==> config.mk <==
export PLATFORM = sky130hd
export DESIGN_NAME = comp_gbe_framer
export DESIGN_NICKNAME = d
export VERILOG_FILES = /design/src/rtl/comp_gbe_framer.sv
export SDC_FILE = /design/constraint.sdc
export NUM_CORES = 1
export LEC_CHECK = 0
export CORE_UTILIZATION = 60
export CTS_BUF_LIST = sky130_fd_sc_hd__clkbuf_4
export CTS_CLUSTER_DIAMETER = 120
export DETAILED_ROUTE_END_ITERATION = 16
export PLACE_DENSITY_LB_ADDON = 0.12
export REMOVE_ABC_BUFFERS = 1
export SLEW_MARGIN = 20
export SYNTH_ARGS = -nofsm -noshare
export SYNTH_HDL_FRONTEND = slang
export SYNTH_SLANG_ARGS = --single-unit
export TNS_END_PERCENT = 30
==> constraint.sdc <==
create_clock -name fabric_clk -period 2.6 [get_ports fabric_clk]
set_input_delay 0.65 -clock fabric_clk [delete_from_list [all_inputs] [get_ports fabric_clk]]
set_output_delay 0.65 -clock fabric_clk [all_outputs]
set_load 0.03 [all_outputs]
==> src/rtl/comp_gbe_framer.sv <==
// Drains 9 x 48-bit hit words from the comparator FIFO and frames them as 16-bit GbE words.
// Define COMPGBE_CHKSUM_EN to replace the constant trailer with a 16-bit sum of header and data.
module comp_gbe_framer #(
    parameter int          PRE_WORDS = 4,
    parameter logic [15:0] PRE_WORD  = 16'h50BC,
    parameter int          STALL_MAX = 255,
    parameter int          GAP_WORDS = 2
) (
    input  logic        fabric_clk,
    input  logic        reset_n,
    input  logic        compfifo_dav,
    input  logic        compfifo_overflow,
    input  logic [47:0] compfifo_dout,
    output logic        en_fiforead,
    output logic [15:0] tx_dat,
    output logic        tx_valid,
    input  logic        tx_ready,
    output logic        tx_sop,
    output logic        tx_eop,
    output logic [15:0] pkt_count,
    output logic        trunc_err,
    output logic        ovf_seen,
    input  logic        clr_flags
);

    localparam int PRE_W   = (PRE_WORDS < 2) ? 1 : $clog2(PRE_WORDS);
    localparam int GAP_W   = (GAP_WORDS < 2) ? 1 : $clog2(GAP_WORDS);
    localparam int STALL_W = (STALL_MAX < 2) ? 1 : $clog2(STALL_MAX + 1);
    localparam logic [15:0] PAD_WORD = 16'hDEAD;

    typedef enum logic [2:0] {
        ST_IDLE, ST_PRE, ST_HDR, ST_FETCH, ST_WAIT, ST_DATA, ST_TRL, ST_GAP
    } state_t;

    state_t             state_r;
    logic [PRE_W-1:0]   pre_cnt_r;
    logic [GAP_W-1:0]   gap_cnt_r;
    logic [STALL_W-1:0] stall_r;
    logic [1:0]         beat_r;
    logic [3:0]         word_idx_r;
    logic [47:0]        hold_r;
    logic               padded_r;
    logic [1:0]         hdr_flags_r;
    logic               accept_s;
    logic [15:0]        header_s;
    logic [15:0]        trailer_s;
    logic [15:0]        next_slice_s;

    assign accept_s = tx_valid & tx_ready;
    assign header_s = {hdr_flags_r, 2'b00, pkt_count[11:0]};

    // The read strobe must land in the FETCH cycle itself so the word is in hand during WAIT.
    assign en_fiforead = (state_r == ST_FETCH) & compfifo_dav;

`ifdef COMPGBE_CHKSUM_EN
    logic [15:0] sum_r;

    // Running sum of header and data words accepted so far in this packet.
    always_ff @(posedge fabric_clk or negedge reset_n) begin
        if (!reset_n) begin
            sum_r <= 16'h0000;
        end else if (state_r == ST_IDLE) begin
            sum_r <= 16'h0000;
        end else if (accept_s && ((state_r == ST_HDR) || (state_r == ST_DATA))) begin
            sum_r <= sum_r + tx_dat;
        end
    end

    assign trailer_s = sum_r + tx_dat;
`else
    assign trailer_s = 16'hE0FF;
`endif

    // Word to present after the current data beat is accepted.
    always_comb begin
        next_slice_s = PAD_WORD;
        if (padded_r) begin
            next_slice_s = PAD_WORD;
        end else begin
            case (beat_r)
                2'd0:    next_slice_s = hold_r[31:16];
                2'd1:    next_slice_s = hold_r[15:0];
                default: next_slice_s = hold_r[47:32];
            endcase
        end
    end

    // Overflow flag; a set in the same cycle as a clear takes priority.
    always_ff @(posedge fabric_clk or negedge reset_n) begin
        if (!reset_n) begin
            ovf_seen <= 1'b0;
        end else if (compfifo_overflow) begin
            ovf_seen <= 1'b1;
        end else if (clr_flags) begin
            ovf_seen <= 1'b0;
        end
    end

    // Framing FSM with registered transmit outputs, packet counter and truncation flag.
    always_ff @(posedge fabric_clk or negedge reset_n) begin
        if (!reset_n) begin
            state_r     <= ST_IDLE;
            pre_cnt_r   <= '0;
            gap_cnt_r   <= '0;
            stall_r     <= '0;
            beat_r      <= 2'd0;
            word_idx_r  <= 4'd0;
            hold_r      <= 48'h0;
            padded_r    <= 1'b0;
            hdr_flags_r <= 2'b00;
            tx_dat      <= 16'h0000;
            tx_valid    <= 1'b0;
            tx_sop      <= 1'b0;
            tx_eop      <= 1'b0;
            pkt_count   <= 16'h0000;
            trunc_err   <= 1'b0;
        end else begin
            if (clr_flags) begin
                trunc_err <= 1'b0;
            end
            case (state_r)
                ST_IDLE: begin
                    word_idx_r <= 4'd0;
                    padded_r   <= 1'b0;
                    stall_r    <= '0;
                    beat_r     <= 2'd0;
                    if (compfifo_dav) begin
                        hdr_flags_r <= {ovf_seen, trunc_err};
                        pre_cnt_r   <= '0;
                        tx_dat      <= PRE_WORD;
                        tx_valid    <= 1'b1;
                        tx_sop      <= 1'b1;
                        state_r     <= ST_PRE;
                    end
                end
                ST_PRE: begin
                    if (accept_s) begin
                        tx_sop <= 1'b0;
                        if (pre_cnt_r == PRE_W'(PRE_WORDS - 1)) begin
                            tx_dat  <= header_s;
                            state_r <= ST_HDR;
                        end else begin
                            pre_cnt_r <= pre_cnt_r + PRE_W'(1);
                        end
                    end
                end
                ST_HDR: begin
                    if (accept_s) begin
                        tx_valid <= 1'b0;
                        tx_dat   <= 16'h0000;
                        state_r  <= ST_FETCH;
                    end
                end
                ST_FETCH: begin
                    if (compfifo_dav) begin
                        state_r <= ST_WAIT;
                    end else if (stall_r == STALL_W'(STALL_MAX)) begin
                        trunc_err <= 1'b1;
                        padded_r  <= 1'b1;
                        stall_r   <= '0;
                        beat_r    <= 2'd0;
                        tx_dat    <= PAD_WORD;
                        tx_valid  <= 1'b1;
                        state_r   <= ST_DATA;
                    end else begin
                        stall_r <= stall_r + STALL_W'(1);
                    end
                end
                ST_WAIT: begin
                    hold_r   <= compfifo_dout;
                    stall_r  <= '0;
                    beat_r   <= 2'd0;
                    tx_dat   <= compfifo_dout[47:32];
                    tx_valid <= 1'b1;
                    state_r  <= ST_DATA;
                end
                ST_DATA: begin
                    if (accept_s) begin
                        if (beat_r == 2'd2) begin
                            beat_r     <= 2'd0;
                            word_idx_r <= word_idx_r + 4'd1;
                            if (word_idx_r == 4'd8) begin
                                tx_dat  <= trailer_s;
                                tx_eop  <= 1'b1;
                                state_r <= ST_TRL;
                            end else if (padded_r) begin
                                tx_dat <= PAD_WORD;
                            end else begin
                                tx_valid <= 1'b0;
                                tx_dat   <= 16'h0000;
                                state_r  <= ST_FETCH;
                            end
                        end else begin
                            beat_r <= beat_r + 2'd1;
                            tx_dat <= next_slice_s;
                        end
                    end
                end
                ST_TRL: begin
                    if (accept_s) begin
                        tx_valid  <= 1'b0;
                        tx_eop    <= 1'b0;
                        tx_dat    <= 16'h0000;
                        pkt_count <= pkt_count + 16'd1;
                        gap_cnt_r <= '0;
                        state_r   <= ST_GAP;
                    end
                end
                ST_GAP: begin
                    if (gap_cnt_r == GAP_W'(GAP_WORDS - 1)) begin
                        state_r <= ST_IDLE;
                    end else begin
                        gap_cnt_r <= gap_cnt_r + GAP_W'(1);
                    end
                end
                default: begin
                    tx_valid <= 1'b0;
                    tx_sop   <= 1'b0;
                    tx_eop   <= 1'b0;
                    state_r  <= ST_IDLE;
                end
            endcase
        end
    end

endmodule

=== After elaboration in Yosys (flattened, before gate mapping) ===
Cells that the tools add are included.

* Bits in registers: 108
* Bits in latches: 0
* RAM bits: 0
* ROM bits: 0
* Bits of input ports: 54
* Output and inout port bits: 38
* Memories kept: 0

* Add/subtract/negate cells: 6
* Multipliers: 0
* Divide/modulo/power cells: 0
* Order comparisons: 0
* Eq/ne operators: 29
* Shift-type cells: 0
* Multiplexer cells: 64
* Bitwise logic cells: 2
* Reduce and logical (&&, ||, !) cells: 27

{| class="wikitable"
|+ Operators with widths
! operator !! number
|-
| 2-to-1 mux 16 bit || 11
|-
| case mux 16 bit (6 select lines) || 1
|-
| 2-to-1 mux 3 bit || 12
|-
| case mux 16 bit (2 select lines) || 1
|-
| != test 2 bit, second input constant || 13
|-
| case mux 3 bit (8 select lines) || 1
|-
| 2-to-1 mux 1 bit || 18
|-
| adder 16 x 1 -> 16 bit, second input constant || 1
|-
| 2-to-1 mux 8 bit || 2
|-
| case mux 8 bit (2 select lines) || 1
|-
| 2-to-1 mux 2 bit || 7
|-
| nonzero test 2 bit || 7
|-
| == test 3 bit, second input constant || 4
|-
| AND reduction 10 bit || 1
|-
| AND reduction 3 bit || 3
|-
| AND reduction 9 bit || 1
|-
| adder 8 x 1 -> 8 bit, second input constant || 1
|-
| == test 8 bit, second input constant || 1
|-
| 2-to-1 mux 4 bit || 2
|-
| case mux 1 bit (2 select lines) || 4
|-
| case mux 4 bit (2 select lines) || 1
|-
| AND reduction 2 bit || 4
|-
| AND reduction 4 bit || 2
|-
| AND reduction 8 bit || 1
|-
| other kinds (22) || 28
|}

=== Depth between registers and ports, before layout ===
* Word-level depth: 6
* Mapped depth: 8
* Gate-level depth less buffers: 7

=== Worst setup path after synthesis ===
OpenSTA, ideal clock, no wires.

* Kind: input to register
* From: input compfifo_dav
* To: register tx_dat[12]
* Arrival: 1.844 ns
* Data required time: 2.475 ns
* Setup slack: 0.631 ns
* Stages: 7
* Path buffers: 2
* Cells stage by stage: buf_2 -> nor3_1 -> a21oi_1 -> a2bb2oi_4 -> o311a_1 -> buf_6 -> mux2_4

* Word-level cells in the longest chain between the ends: 2
* Elaborated cells on any way between the ends: 3
* Classes of those cells: 2 x eq/ne; 1 x reduce/logical

{| class="wikitable"
|+ Ends and longest elaborated chain
! item !! line !! source
|-
| from (decl) || 11 || <nowiki>input logic compfifo_dav,</nowiki>
|-
| != test 2 bit (no source line) || - ||
|-
| AND reduction 8 bit (no source line) (*) || - ||
|-
| to (signal assigned) || 140 || <nowiki>tx_dat <= header_s;</nowiki>
|-
| to (signal assigned) || 173 || <nowiki>tx_dat <= compfifo_dout[47:32];</nowiki>
|-
| to (signal assigned) || 183 || <nowiki>tx_dat <= trailer_s;</nowiki>
|-
| to (decl) || 15 || <nowiki>output logic [15:0] tx_dat,</nowiki>
|}

Every way passes the cells marked *; elsewhere a longest branch is shown, timed or not.
A chain may end at the register's enable or synchronous reset.

=== Final worst setup path ===
* From: register state_r[2]
* To: output en_fiforead

* Word-level cells in the longest chain between the ends: 2

{| class="wikitable"
|+ Ends and longest elaborated chain
! item !! line !! source
|-
| from (decl) || 35 || <nowiki>state_t state_r;</nowiki>
|-
| from (signal assigned) || 102 || <nowiki>state_r <= ST_IDLE;</nowiki>
|-
| from (signal assigned) || 133 || <nowiki>state_r <= ST_PRE;</nowiki>
|-
| from (signal assigned) || 141 || <nowiki>state_r <= ST_HDR;</nowiki>
|-
| == test 3 x 2 -> 1 bit || 53 || <nowiki>assign en_fiforead = (state_r == ST_FETCH) & compfifo_dav;</nowiki>
|-
| AND 1 bit || 53 ||
|-
| to (decl) || 14 || <nowiki>output logic en_fiforead,</nowiki>
|}

No other way between the ends.

==> impl_metrics.env <==
export IMPL_register_area_sq_um=2700
export IMPL_overflow=0
export IMPL_drt_initial_drc_count=311
export IMPL_synth_top_family_by_area="compound AO/OA/AOI/OAI gates"
export IMPL_synth_edf_count=0
export IMPL_async_flop_share=1.00
export IMPL_tightest_slew_ps=871
export IMPL_synth_avg_cell_area_sq_um=10.9
export IMPL_setup_violations=0
export IMPL_r2r_slack_ps=420
export IMPL_synthSimpleGateAreaFrac=0.128
export IMPL_detailed_place_area_sq_um=6610
export IMPL_cts_tree="done"
export IMPL_portBuffers=91
export IMPL_nFillCells=622
export IMPL_dr_pass1_iters=12
export IMPL_max_cap_viol_count=0
export IMPL_dieArea_sq_um=9540
export IMPL_fin_nets=658
export IMPL_synth_ff_type="dfrtp_1"
export IMPL_ys_warn_count=0
export IMPL_critPathMaxFanout=16
export IMPL_netlist_instances=502
export IMPL_cp_arrival_ps=1820
export IMPL_multi_input_area_sq_um=2580
export IMPL_avgRoutedWirePerCell_um=19.4
export IMPL_start_util=0.624
export IMPL_synthXorXnorAreaFrac=0.0303
export IMPL_fin_crit_sh=0.949
export IMPL_gp_congestion=0.889
export IMPL_yosysUniqueCellTypes=68
export IMPL_final_hold_violation_count=0
export IMPL_die_y_um=97.7
export IMPL_stdcell_area_sq_um=6740
export IMPL_dp_hpwl_mm=9.97
export IMPL_drc=8
export IMPL_slew_violations=0
export IMPL_clock_latency_ps=480
export IMPL_first_global_vias=4384
export IMPL_cts_sinks=108
export IMPL_end_kind="primary output"
export IMPL_syn_area_sq_um=5490
export IMPL_cts_resized=0
export IMPL_holdBufCountCts=0
export IMPL_setup_tns_ps=0
export IMPL_num_io_pins=92
export IMPL_cts_setup_buffers=0
export IMPL_vias=4439
export IMPL_clock_path_buffers=2
export IMPL_grt_first_pass_wirelength_mm=22.5
export IMPL_ys_ff_latch=108
export IMPL_fin_skew_ps=18.6
export IMPL_fin_crit_ps=2470
export IMPL_grt_usage=0.304
export IMPL_area_growth_pct=22.7
export IMPL_fmax_ghz=0.405
export IMPL_failed_checks="DRC"
export IMPL_drive_gt1_frac=0.192
export IMPL_critPathRequiredTime_ps=1950
export IMPL_antenna_found_initial=0
export IMPL_hold_class="primary input to async pin"
export IMPL_fp_coreArea_sq_um=8810
export IMPL_worst_slew_margin_rel=0.419
export IMPL_yosys_area_share_adder=0.0114
export IMPL_r2r_cells=6
export IMPL_status="finished, violations left"
export IMPL_ant_nets=0
export IMPL_synth_compound_area_frac=0.169
export IMPL_startpoint_type="flop"
export IMPL_r2r_start="state_r[1]"
export IMPL_root_buffer="clkbuf_4"
export IMPL_worst_setup_path_type="flop to primary output"
export IMPL_wl_mm=13.8
export IMPL_peakVddDrop_uv=587
export IMPL_muxShareOfSynthArea=0.131
export IMPL_rows=34
export IMPL_rsz0062_at_grt="false"
export IMPL_htreeDepth=3
export IMPL_r2r_end="tx_dat[7]"
export IMPL_via_per_inst=6.23
export IMPL_antenna_cells=0
export IMPL_cts_made_buffers=9
export IMPL_grt_start_max_net_pins=59
export IMPL_cts_clk_slew_worst_paths_ps=180
export IMPL_power_leakage_nw=2.82
export IMPL_die_w_um=97.7
export IMPL_yosysSeqAreaShare=0.492
export IMPL_p_per_area_nw_per_um2=1080
==> stage by stage <==
step | power (W) | setup slack (ps) | utilization | instances | hold WS (ps)
finish | 0.00731 | 132 | 0.766 | 712 | 105
global route | 0.00774 | 56.1 | 0.766 | 712 | 99.5
CTS | 0.00729 | 106 | 0.765 | 712 | 108
detailed placement | 0.00649 | 66.4 | 0.751 | 696 | 470
global placement | 0.00634 | 149 | 0.751 | 696 | 468
floorplan | 0.00510 | -2780 | - | 471 | 354
==> worst max-delay path by stage <==
| stage | cells past startpoint | slack (ps) | to | from |
|---|---|---|---|---|
| final | 3 | 130 | en_fiforead | state_r[2] |
| after global routing | 3 | 60 | en_fiforead | state_r[2] |
| after CTS | 3 | 110 | en_fiforead | state_r[0] |
| after detailed placement | 6 | 70 | tx_dat[14] | tx_ready |
| after global placement | 6 | 150 | tx_dat[5] | tx_ready |
| after floorplan | 4 | -2780 | tx_dat[0] | state_r[2] |
==> placed cells by master (no fill, tap or decap), drive strengths merged, types with 10 or more instances in the layout <==
| master | synthesis | routed |
|---|---|---|
| nand3 | 12 | 12 |
| mux2 | 52 | 52 |
| xnor2 | 12 | 12 |
| mux2i | 13 | 13 |
| inv | 14 | 16 |
| a21oi | 25 | 25 |
| nor3 | 12 | 12 |
| o21ai | 32 | 32 |
| clkdlybuf4s50 | 0 | 89 |
| buf | 25 | 28 |
| dfrtp | 108 | 108 |
| a22oi | 10 | 10 |
| nor2 | 33 | 33 |
| nand2 | 31 | 31 |
==> registers in the layout, indices dropped and copies added (netlist names) <==
name and flops:
beat_r 2, gap_cnt_r 1, hdr_flags_r 2, hold_r 48
ovf_seen 1, padded_r 1, pkt_count 16, pre_cnt_r 2
stall_r 8, state_r 3, trunc_err 1, tx_dat 16
tx_eop 1, tx_sop 1, tx_valid 1, word_idx_r 4
==> layout make-up <==
cell class,instances,share of cell area
sequential,108,0.401
multi-input combinational,349,0.383
timing repair buffer,117,0.169
tap,108,0.0200
clock buffer,9,0.0100
clock inverter,7,0.00891
inverter,14,0.00780
==> Yosys cell counts, drive strengths merged (3+ instances only) <==
master   instances  area (sq um)
a21o             4          30.0
a21oi           25           125
a221oi           9          78.8
a22o             3          26.3
a22oi           10          80.1
a2bb2oi          4          52.6
a31oi            4          25.0
and3             5          32.5
and4             5          47.6
buf             25           138
clkbuf           6          22.5
dfrtp          108          2700
ha               5          62.6
inv             14          52.6
mux2            52           589
mux2i           13           130
nand2           31           119
nand2b           3          18.8
nand3           12          60.1
nand3b           3          22.5
nand4            6          52.6
nor2            33           124
nor2b            4          25.0
nor3            12          65.1
nor3b            5          37.5
o21a             8          60.1
o21ai           32           164
o22a             4          36.3
o22ai            3          18.8
o2bb2ai          7          61.3
o32a             4          43.8
xnor2           12           105
xor2             7          61.3
==> cells by family after synthesis <==
family | Yosys count
and+or+nand+nor | 129
muxes | 65
AOI/OAI and AO/OA | 131
xor gates and xnor gates | 19
DFF | 108
adders and majority gates | 5
buffers and inverters | 45
==> report_power, final <==
group	total [W]	internal, W	switching, W
Sequential	0.00283	0.00228	0.000544
Clock	0.000821	0.000212	0.000609
Combinational	0.00366	0.00179	0.00187
==> worst max-delay path: stages (launching register included) <==
cell and delay, ps:
dfrtp_1 760, nor2b_1 190, and3_1 230, buf_4 160
==> routing by layer <==
layer / part of all wire / vias up / track usage
met1: 0.45 / 2209 / 0.427
li1: - / 2039 / -
met2: 0.48 / 169 / 0.489
met4: 0.014 / 0 / 0.0629
met3: 0.057 / 22 / 0.0655
met5: 0 / - / 0
No activity file was read; power rests on OpenSTA's default activity.
==> patch, RTL diff (same settings) <==
The option `COMPGBE_CHKSUM_EN` is turned on by a define.
--- a/src/rtl/comp_gbe_framer.sv
+++ b/src/rtl/comp_gbe_framer.sv
@@ -1,4 +1,6 @@
 // Drains 9 x 48-bit hit words from the comparator FIFO and frames them as 16-bit GbE words.
 // Define COMPGBE_CHKSUM_EN to replace the constant trailer with a 16-bit sum of header and data.
+`define COMPGBE_CHKSUM_EN
+
 module comp_gbe_framer #(
     parameter int          PRE_WORDS = 4,
Check against the original RTL: same outputs for any inputs over 4 cycles, from zero or initial values and one cycle with reset_n low; that may be too few to reach the edited logic, so the function may still have changed.
==> patch against the original RTL <==
  * Sequential cell count grew 16
  * Via count grew 45%
  * Routed wire length rose by 40%
  * Total power increased by 28%
  * Clock skew down 2.4 ps
  * Clock power up 58%
  * Non-clock buffer count up 18
  * Setup slack lost 46 ps
  * Design area grew 26%
  * Utilization down 0.12 points
  * Global-route usage is 4.1 points higher
  * Fmax down 1.8%
  * Area after synthesis increased by 26%
  * Synthesized cell count grew 56%
  * Largest power group unchanged
  * Highest routed layer unchanged
==> patch: results (changes against the original RTL) <==
For the initial detailed-routing violation count, the log shows 710 (+130%). Global placement routability congestion: 0.936 (+5.2%). Ranked by instance count, the synthesized netlist is headed by sky130_fd_sc_hd__nand2_1, sky130_fd_sc_hd__dfrtp_1, sky130_fd_sc_hd__o21ai_0. The total iterations of the first detailed-routing run is 6 (-6), and the maximum fanout along the worst path is 9 (-7).

Cell class contributing the biggest share of worst-path delay: buffers and inverters. The run gives 0.346 (+0.0413) as the global-route total usage across every layer. For the setup slack of the worst register-to-register path, the log shows 150 ps (-270 ps). Final setup skew: 16.2 ps (-2.40 ps).

The run gives 0.000606 V (+3.2%) as the worst IR drop on VDD. The total length of routed wires came out at 19,300 µm (+40%). For the final net count, the log shows 973 (+48%).

The slew at the pin with the worst max-slew slack was 617 ps (-254 ps); the area used by multi-input combinational logic was 3600 µm² (+39%). The largest incremental delay on the critical path was 740 ps (-20 ps). The number of filler cells placed in the layout is 796 (+28%). In the post-synthesis netlist, the biggest area contributors are sky130_fd_sc_hd__dfrtp_1, sky130_fd_sc_hd__nand2_1, sky130_fd_sc_hd__o21ai_0.

Slowest cell on the critical path: sky130_fd_sc_hd__clkdlybuf4s50_1. The routed via count came out at 6,424 (+45%). The sequential element share of the synthesized area came out at 0.447 (-0.0450). The run gives 3.84 nW (+36%) as the cell leakage power.

The total clock buffers created by CTS is 17 (+8). The count of different cell masters after synthesis came out at 70 (+2.9%). For the deepest level of the CTS H-tree, the log shows 4 (+1). Type of the most critical hold path: flip-flop to flip-flop.

For the via count of the first global-routing pass, the log shows 6,248 (+43%). The flow ran to the end, and the final reports show no timing, DRC or antenna violations. The count of warnings emitted by yosys was 0 (unchanged). The fraction of synthesis flops using an asynchronous set or reset pin came out at 1.00 (unchanged). Insertion delay of the later-clocked pin in the worst-skew pair: 570 ps (+90 ps). The largest net degree at the start of global routing was 50 (-15%); the diode insertion count for antenna repair was 0 (unchanged). The clock transition time at the flip-flop clock pins of the worst setup and hold paths was 110 ps (-70 ps); the signal arrival time at the worst endpoint was 1860 ps (+40 ps). The tools report the first-pass GRT wire length as 31,100 µm (+38%). Proportion of layout cells with a drive suffix above 1: 0.111 (-0.0809). The half-perimeter wire length of the detailed placement result was 14,500 µm (+46%).
[patch: per-stage QoR]
step | setup slack (ps) | std cells | setup TNS, ps | hold slack (ps)
finish | 85.7 | 1049 | 0 | 470
global route | -0.359 | 1049 | -0.359 | 499
CTS | 58.7 | 1049 | 0 | 477
detailed placement | 65.5 | 1018 | 0 | 457
global placement | 113 | 1018 | 0 | 453
floorplan | -1760 | 744 | -74850 | 354
[patch: path summary, 6_finish.rpt]
kind                                from            end  depth (start not counted)
max                         pkt_count[1]   pkt_count[1]                          1
min                        pkt_count[15]  pkt_count[15]                          1
max reg2reg                   tx_dat[12]     tx_dat[15]                          7
min reg2reg                pkt_count[15]  pkt_count[15]                          1
max in group asynchronous        reset_n  word_idx_r[2]                          3
min in group asynchronous        reset_n      sum_r[13]                          2
[patch: cells by family after synthesis]
kind of cell	after synthesis	share of synthesized area
muxes	26	0.0463
AOI/OAI and AO/OA	192	0.174
adders and majority gates	21	0.0389
DFF	124	0.447
buffers and inverters	57	0.0371
and+or+nand+nor	332	0.216
xor gates and xnor gates	32	0.0404
[patch: metal layers]
layer | global-route usage | share of wire | up-vias
li1 | - | - | 2990
met5 | 0 | 0 | -
met1 | 0.467 | 0.43 | 3084
met2 | 0.527 | 0.46 | 291
met3 | 0.0948 | 0.087 | 59
met4 | 0.144 | 0.028 | 0
[patch: where the power goes]
group / switching [W] / internal [W]
clock network: 0.000735 / 0.000560
registers: 0.000612 / 0.00262
logic: 0.00282 / 0.00201
total: 0.00417 / 0.00519
[patch: layout make-up]
type,instances,area share
clock buffer,18,0.0160
clock inverter,12,0.0146
inverter,17,0.00754
multi-input combinational,603,0.425
sequential,124,0.367
tap,140,0.0207
timing repair buffer,135,0.149
[patch: what timing repair did]
item / CTS / global route
gates resized for setup: 1 / 4
pin swaps: 0 / 0
endpoints found under the hold margin: 5 / 0
setup endpoints to repair: 1 / 3
hold buffers: 1 / 0
